--- src/rtl/rom_capture_stack.sv ---
// rom_capture_stack
//   Captures ROM words as {addr, data} pairs into a LIFO stack and returns
//   them on request. Popped entries appear on out_data/out_addr one cycle
//   after the pop edge, and out_valid marks that cycle. Occupancy is
//   reported as a count plus registered full/empty flags. Overflow,
//   underflow and address-sequence errors are sticky until reset.
//
//   Optional feature macro: ROM_CAPTURE_ADDR_CHECK_EN
//     When defined, each accepted push is checked against the address that
//     follows the previously accepted push, with wrap from all-ones to 0.
//     Any mismatch sets addr_err. When undefined, addr_err is tied to 0.
//
//   Handshake: an upstream word is accepted when in_valid=1 and the stack is
//   not full, or when a pop is accepted in the same cycle. A pop is accepted
//   when pop=1 and the stack is not empty. Nothing stalls upstream. A word
//   that is not accepted is dropped.
//
// Ports
//   clk, rst            clock, asynchronous active-high reset
//   in_valid/in_data/in_addr   upstream ROM word
//   pop                 remove the top entry
//   out_valid/out_data/out_addr  popped entry (held while out_valid=0)
//   count, full, empty  occupancy
//   overflow, underflow, addr_err  sticky error flags
//   fsm_state           occupancy state for debug (0 EMPTY, 1 PARTIAL, 2 FULL)
module rom_capture_stack #(
  parameter int DATA_WIDTH = 8,
  parameter int ADDR_WIDTH = 10,
  parameter int DEPTH      = 16
) (
  input  logic                        clk,
  input  logic                        rst,
  input  logic                        in_valid,
  input  logic [DATA_WIDTH-1:0]       in_data,
  input  logic [ADDR_WIDTH-1:0]       in_addr,
  input  logic                        pop,
  output logic                        out_valid,
  output logic [DATA_WIDTH-1:0]       out_data,
  output logic [ADDR_WIDTH-1:0]       out_addr,
  output logic [$clog2(DEPTH):0]      count,
  output logic                        full,
  output logic                        empty,
  output logic                        overflow,
  output logic                        underflow,
  output logic                        addr_err,
  output logic [1:0]                  fsm_state
);

  localparam int AW = $clog2(DEPTH);
  localparam int CW = AW + 1;
  localparam int EW = ADDR_WIDTH + DATA_WIDTH;

  typedef enum logic [1:0] {
    S_EMPTY   = 2'd0,
    S_PARTIAL = 2'd1,
    S_FULL    = 2'd2
  } state_t;

  state_t          state;
  logic [EW-1:0]   mem [DEPTH];

  logic            pop_ok;
  logic            push_ok;
  logic [AW-1:0]   top_idx;
  logic [AW-1:0]   wr_idx;
  logic [CW-1:0]   count_nxt;

  assign fsm_state = state;

  // A full stack still accepts a push when a pop is accepted in the same
  // cycle, because the popped slot is reused for the new word.
  assign pop_ok  = pop && !empty;
  assign push_ok = in_valid && (!full || pop_ok);

  // When count == DEPTH the low bits wrap to 0, so top_idx becomes
  // DEPTH-1, which is the top slot.
  assign top_idx = count[AW-1:0] - AW'(1);
  assign wr_idx  = pop_ok ? top_idx : count[AW-1:0];

  always_comb begin
    count_nxt = count;
    if (push_ok && !pop_ok)      count_nxt = count + CW'(1);
    else if (pop_ok && !push_ok) count_nxt = count - CW'(1);
  end

  // Storage is not reset. Entries beyond count are never read.
  always_ff @(posedge clk) begin
    if (push_ok) mem[wr_idx] <= {in_addr, in_data};
  end

  always_ff @(posedge clk or posedge rst) begin
    if (rst) begin
      state     <= S_EMPTY;
      count     <= '0;
      empty     <= 1'b1;
      full      <= 1'b0;
      out_valid <= 1'b0;
      out_data  <= '0;
      out_addr  <= '0;
      overflow  <= 1'b0;
      underflow <= 1'b0;
    end else begin
      count     <= count_nxt;
      empty     <= (count_nxt == '0);
      full      <= (count_nxt == CW'(DEPTH));
      out_valid <= pop_ok;
      if (pop_ok) {out_addr, out_data} <= mem[top_idx];
      if (in_valid && full && !pop) overflow  <= 1'b1;
      if (pop && empty)             underflow <= 1'b1;
      if (count_nxt == '0)                state <= S_EMPTY;
      else if (count_nxt == CW'(DEPTH))   state <= S_FULL;
      else                                state <= S_PARTIAL;
    end
  end

`ifdef ROM_CAPTURE_ADDR_CHECK_EN
  logic                  have_exp;
  logic [ADDR_WIDTH-1:0] exp_addr;

  // Dropped words never reach this block because it only acts on push_ok.
  always_ff @(posedge clk or posedge rst) begin
    if (rst) begin
      have_exp <= 1'b0;
      exp_addr <= '0;
      addr_err <= 1'b0;
    end else if (push_ok) begin
      have_exp <= 1'b1;
      exp_addr <= in_addr + ADDR_WIDTH'(1);
      if (have_exp && (in_addr != exp_addr)) addr_err <= 1'b1;
    end
  end
`else
  assign addr_err = 1'b0;
`endif

endmodule

--- config.mk ---
export PLATFORM = sky130hd
export DESIGN_NAME = rom_capture_stack
export DESIGN_NICKNAME = d
export VERILOG_FILES = /design/src/rtl/rom_capture_stack.sv
export SDC_FILE = /design/constraint.sdc
export NUM_CORES = 1
export LEC_CHECK = 0
export BUFFER_PORTS_ARGS = -buffer_cell sky130_fd_sc_hd__buf_2
export CAP_MARGIN = 25
export CORE_AREA = 2 2 180 182
export CTS_CLUSTER_DIAMETER = 50
export DETAILED_ROUTE_END_ITERATION = 6
export DIE_AREA = 0 0 182 184
export PLACE_DENSITY_LB_ADDON = 0.05
export SYNTH_ARGS = -nofsm -noshare
export SYNTH_HDL_FRONTEND = slang
export SYNTH_SLANG_ARGS = --single-unit
--- constraint.sdc ---
create_clock -name clk -period 5.1 [get_ports clk]
set_input_delay 1.02 -clock clk [delete_from_list [all_inputs] [get_ports clk]]
set_output_delay 1.02 -clock clk [all_outputs]
set_load 0.05 [all_outputs]
# Yosys cells after proc, flatten, opt, wreduce, memory -nomap -nowiden
# Memory sizes are Yosys's and may differ from the RTL's. A register that Yosys moved wholly into a read port is not among the register bits.
# Cells that the tools add are included.
op_classes:
  n_addsub: 3
  eq_ne: 1
  n_mux: 7
  reduce_logical: 14
ops:
  columns: ["cell", "n"]
  rows:
  - ["5-bit 2-to-1 mux", 2]
  - ["1-bit logical AND", 7]
  - ["5-bit by 1-bit adder with 5-bit output, second input constant", 1]
  - ["5-bit equality test, second input constant", 1]
  - ["1-bit logical NOT", 5]
  - ["5-bit logical NOT", 1]
  - ["5-bit by 1-bit subtractor with 5-bit output, second input constant", 1]
  - ["2-bit 2-to-1 mux", 2]
  - ["4-bit 2-to-1 mux", 1]
  - ["4-bit by 1-bit subtractor with 4-bit output, second input constant", 1]
  - ["1-bit 2-to-1 mux", 2]
  - ["1-bit logical OR", 1]
word_totals:
  regBits: 12
  ram_bits: 288
  in_bits: 22
  out_inout_bits: 31
  n_memories: 1
mem_list:
  columns: ["memory", "words", "word_bits", "rd", "rd_ports_with_merged_regs", "wr", "line", "text"]
  rows:
  - ["mem", 16, 18, 1, 1, 1, "60", "logic [EW-1:0] mem [DEPTH];"]

# Depth between registers and ports, before layout
logic_depth:
  word_depth: 11
  ltp_mapped: 11

# Least setup slack after synthesis
# OpenSTA, ideal clock, no wires.
synth_timing:
  path_type: "register to register"
  startpoint: "register count[0]"
  endpoint: "memory mem[3][0] in the netlist's numbering (enable)"
  setup_ps: 393
  arrival_ps: 3232
  t_required_ps: 4707
  path_slack_ps: 1475
  path_stages_with_launch: 12
  cell_sequence: "dfrtp_1 buf_6 buf_4 inv_1 ha_1 buf_2 clkbuf_1 nor2_1 nand2_1 o21ai_0 nand2_1 nor2_1"
synth_via:
  elab_chain_len: 2
synth_lines:
  columns: ["item", "line", "text"]
  rows:
  - ["start: declaration", "40", "output logic [$clog2(DEPTH):0] count,"]
  - ["start signal: assignment", "103", "count <= count_nxt;"]
  - ["4-bit by 1-bit subtractor with 4-bit output", "77", "assign top_idx = count[AW-1:0] - AW'(1);"]
  - ["4-bit 2-to-1 mux (*)", "78", "assign wr_idx = pop_ok ? top_idx : count[AW-1:0];"]
  - ["end: declaration", "60", null]
# Every way passes the cells marked *; elsewhere a longest branch is shown, timed or not.

# Worst setup path in the final report
layout_timing:
  startpoint: "register count[1]"
  endpoint: "register out_data[2], read port of mem"
layout_via:
  elab_chain_len: 1
layout_lines:
  columns: ["item", "line", "text"]
  rows:
  - ["4-bit by 1-bit subtractor with 4-bit output", "77", null]
  - ["end: declaration", "38", "output logic [DATA_WIDTH-1:0] out_data,"]
# No other way between the ends.
# A chain may end at the register's enable or synchronous reset.

==> results.md <==
- Outcome: complete, no violations
- Final count of hold timing violations: 0
- Sw frac: 0.396
- First-pass GRT wire length: 49000 um
- Post-synth top flop: edfxtp_1
- Worst Setup Start Kind: flip-flop
- Nets: 891
- Synth Register Bits: 317
- XOR/XNOR Fraction of Synth Area: 0.00555
- Max Clk Rate: 0.307 GHz
- Layout cell share with drive strength beyond 1: 0.213
- Total wire length: 33500 um
- Syn Area/Cell: 15.8 um2
- CTS H-Tree Depth: 2
- PortBufs: 51
- Power Internal: 6.38 mW
- Period minus WS final: 3.25 ns
- Synth Instances: 787
- Routability cong.: 0.765
- Unrepaired setup endpoints after global routing: no
- Largest family of logic cells by synthesized area: simple AND/OR/NAND/NOR gates
- Synth cell types: 51
- Switching pwr: 4.18 mW
- Vias per inst: 5.53
- Chip height: 184 um
- Cell row count: 65
- Fin crit share: 0.638
- Diodes inserted: 0
- Peak supply drop: 0.000478 V
- Max_slew headroom: 0.389
- DRT iter0 DRCs: 663
- Sequential share of power: 0.327
- Pwr dens: 718 nW/um2
- Post-DP HPWL: 21200 um
- Part of the power in the clock network: 0.259
- Core Region: 31400 um2
- Adder-cell share of the synthesized area: 0.00202
- Worst Hold Class: flip-flop to flip-flop
- Antenna-violating nets left: 0
- Max-Cap Viols: 0
- I/O Pins: 53
- Arr. time, crit path: 3.65 ns
- Cts bufs inserted: 39
- Vias: 7179
- Seq/Total Area, Yosys: 0.756
- All-Layer GR Usage: 0.203
- Clock root buffer: clkbuf_16
- Cell Area, Synth: 12400 um2
- Fin util: 0.468
- CTS tree: yes
- Die W: 182 um
- Post-Syn Nets: 811
- Deepest clock path buffer count: 3
- CP endpoint kind: flip-flop
- Initial antenna violation count: 1
- Clock-pin slew on the worst setup and hold paths: 0.06 ns
- Leak: 5.14 nW
- Warnings, synthesis: 0
- Global route overflow: 0
- Crit Path Category: flip-flop to flip-flop
- Area share of and/or/nand/nor cells after synthesis: 0.0918
- Die Area: 33500 um2
- Post-Route Setup TNS: 0 ns
- Worst-Margin Slew: 0.916 ns
- CP required: 5.50 ns
- Mux contribution to synthesized area: 0.0763
- Combinational Power Share: 0.414
- Clk_lat worst skew: 0.52 ns
- Worst-path maximum fanout: 39
- Area delta synth->final: 18.5%
- EDFF count, synth: 288
- PostCTS Resize Cnt: 0
- Max-slew violations: 0
- Worst Skew: 0.0153 ns
- # clock sinks: 317
- Starting Density: 0.395
- Compound-cell area share of the yosys netlist: 0.0484
- Post-CTS Setup Inserts: 0
- FFs w/ async S/R, synth: 0.0915
- Per-cell routed wire length: 25.8 um
- Largest net degree at the start of global routing: 56
- # setup viols final: 0
- DRT Pass-1 Iters: 5
- Remaining DRCs: 0
- Vias in the first global route: 7212
- Hold Buf Count CTS: 0
-- final timing paths --
path	cells past startpoint	startpoint	slack, ns	endpoint
min in group asynchronous	2	rst	0.59	out_data[2]
worst max register to register	8	count[1]	1.85	out_data[2]
max in group asynchronous	3	rst	3.70	empty
worst max-delay path	8	count[1]	1.85	out_data[2]
worst min register to register	1	underflow	0.46	underflow
worst min-delay path	1	underflow	0.46	underflow
-- placed cells by master, fill, tap and decap left out, types with 3 or more instances in the layout --
master / synthesis / final
clkinv_2: 0 / 3
buf_8: 0 / 12
a221oi_1: 18 / 18
edfxtp_1: 288 / 288
nor3_1: 6 / 6
clkbuf_1: 23 / 9
nor2_2: 1 / 21
nand2_1: 131 / 131
dfrtp_1: 28 / 27
nor2_1: 45 / 25
nand4_1: 18 / 18
clkinv_1: 0 / 6
buf_4: 4 / 22
inv_1: 6 / 6
mux2i_1: 54 / 54
and3_1: 3 / 3
a32oi_1: 18 / 18
buf_2: 14 / 51
a22oi_1: 21 / 21
clkbuf_16: 0 / 39
mux4_2: 18 / 18
clkinv_4: 0 / 3
xnor2_1: 5 / 4
bufinv_16: 0 / 5
nand3_1: 39 / 39
-- metrics by stage --
stage               setup WS, ns  instance area (um2)  hold slack, ns  cells  power (mW)
floorplan                   1.48                12400           0.574    787        6.25
global placement            1.24                13200           0.447   1213        7.77
detailed placement          1.24                13300           0.460   1222        7.89
CTS                         1.69                14600           0.472   1292        10.6
global route                1.66                14700           0.491   1298        11.1
finish                      1.85                14700           0.463   1298        10.6
-- registers in the layout, indices dropped and copies added (netlist names) --
register	count
mem	288
out_addr	10
out_data	8
count	5
empty	1
fsm_state	1
full	1
out_valid	1
overflow	1
underflow	1
-- power groups by stage --
stage / Sequential [mW] / Combinational (mW) / Clock, mW
5_1_grt: 3.49 / 4.69 / 2.91
4_1_cts: 3.46 / 4.39 / 2.79
3_5_place_dp: 3.51 / 4.38 / 0
6_report: 3.45 / 4.37 / 2.73
2_1_floorplan: 3.80 / 2.45 / 0
3_3_place_gp: 3.51 / 4.26 / 0
-- cells in the mapped netlist, types with 3 or more instances --
master,instances,share of area
edfxtp_1,288,0.70
nand2_1,131,0.040
mux2i_1,54,0.044
nor2_1,45,0.014
nand3_1,39,0.016
dfrtp_1,28,0.056
clkbuf_1,23,0.0070
a22oi_1,21,0.013
a221oi_1,18,0.013
a32oi_1,18,0.013
mux4_2,18,0.033
nand4_1,18,0.0091
buf_2,14,0.0056
buf_1,7,0.0021
inv_1,6,0.0018
nor3_1,6,0.0024
xnor2_1,5,0.0035
buf_4,4,0.0024
and3_1,3,0.0015
nor2b_1,3,0.0015
-- cell families (layout without fill, tap and decap cells) --
kind of cell               Yosys count  in the layout
DFF                                317            317
and+or+nand+nor                    259            259
AOI/OAI and AO/OA                   74             74
muxes                               72             72
buffers and inverters               55            164
xor gates and xnor gates             7              7
adders and majority gates            2              2
other                                1              1
-- final cells by class --
cell class | count | area (um2)
repair buffers | 88 | 651
clock inverters | 20 | 239
inverters | 6 | 22.5
clock buffers | 50 | 1040
multi-input cells | 415 | 2870
flip-flops and latches | 317 | 9380
well taps | 402 | 503
fillers | 2747 | 16700
-- worst max-delay path, stage by stage, from the launching register on --
cell and delay [ns]:
dfrtp_1 0.60, inv_1 0.16, ha_4 0.73, buf_4 0.52, nor2b_2 0.22, buf_4 0.30, a32oi_1 0.23, nand4_1 0.25
nand2_1 0.07
-- metal layers --
layer / routed length (um) / global-route usage
met1: 16200 / 0.312
met2: 14900 / 0.307
met3: 1890 / 0.0289
met4: 558 / 0.0468
met5: 0 / 0
(Power assumes the default switching activity.)
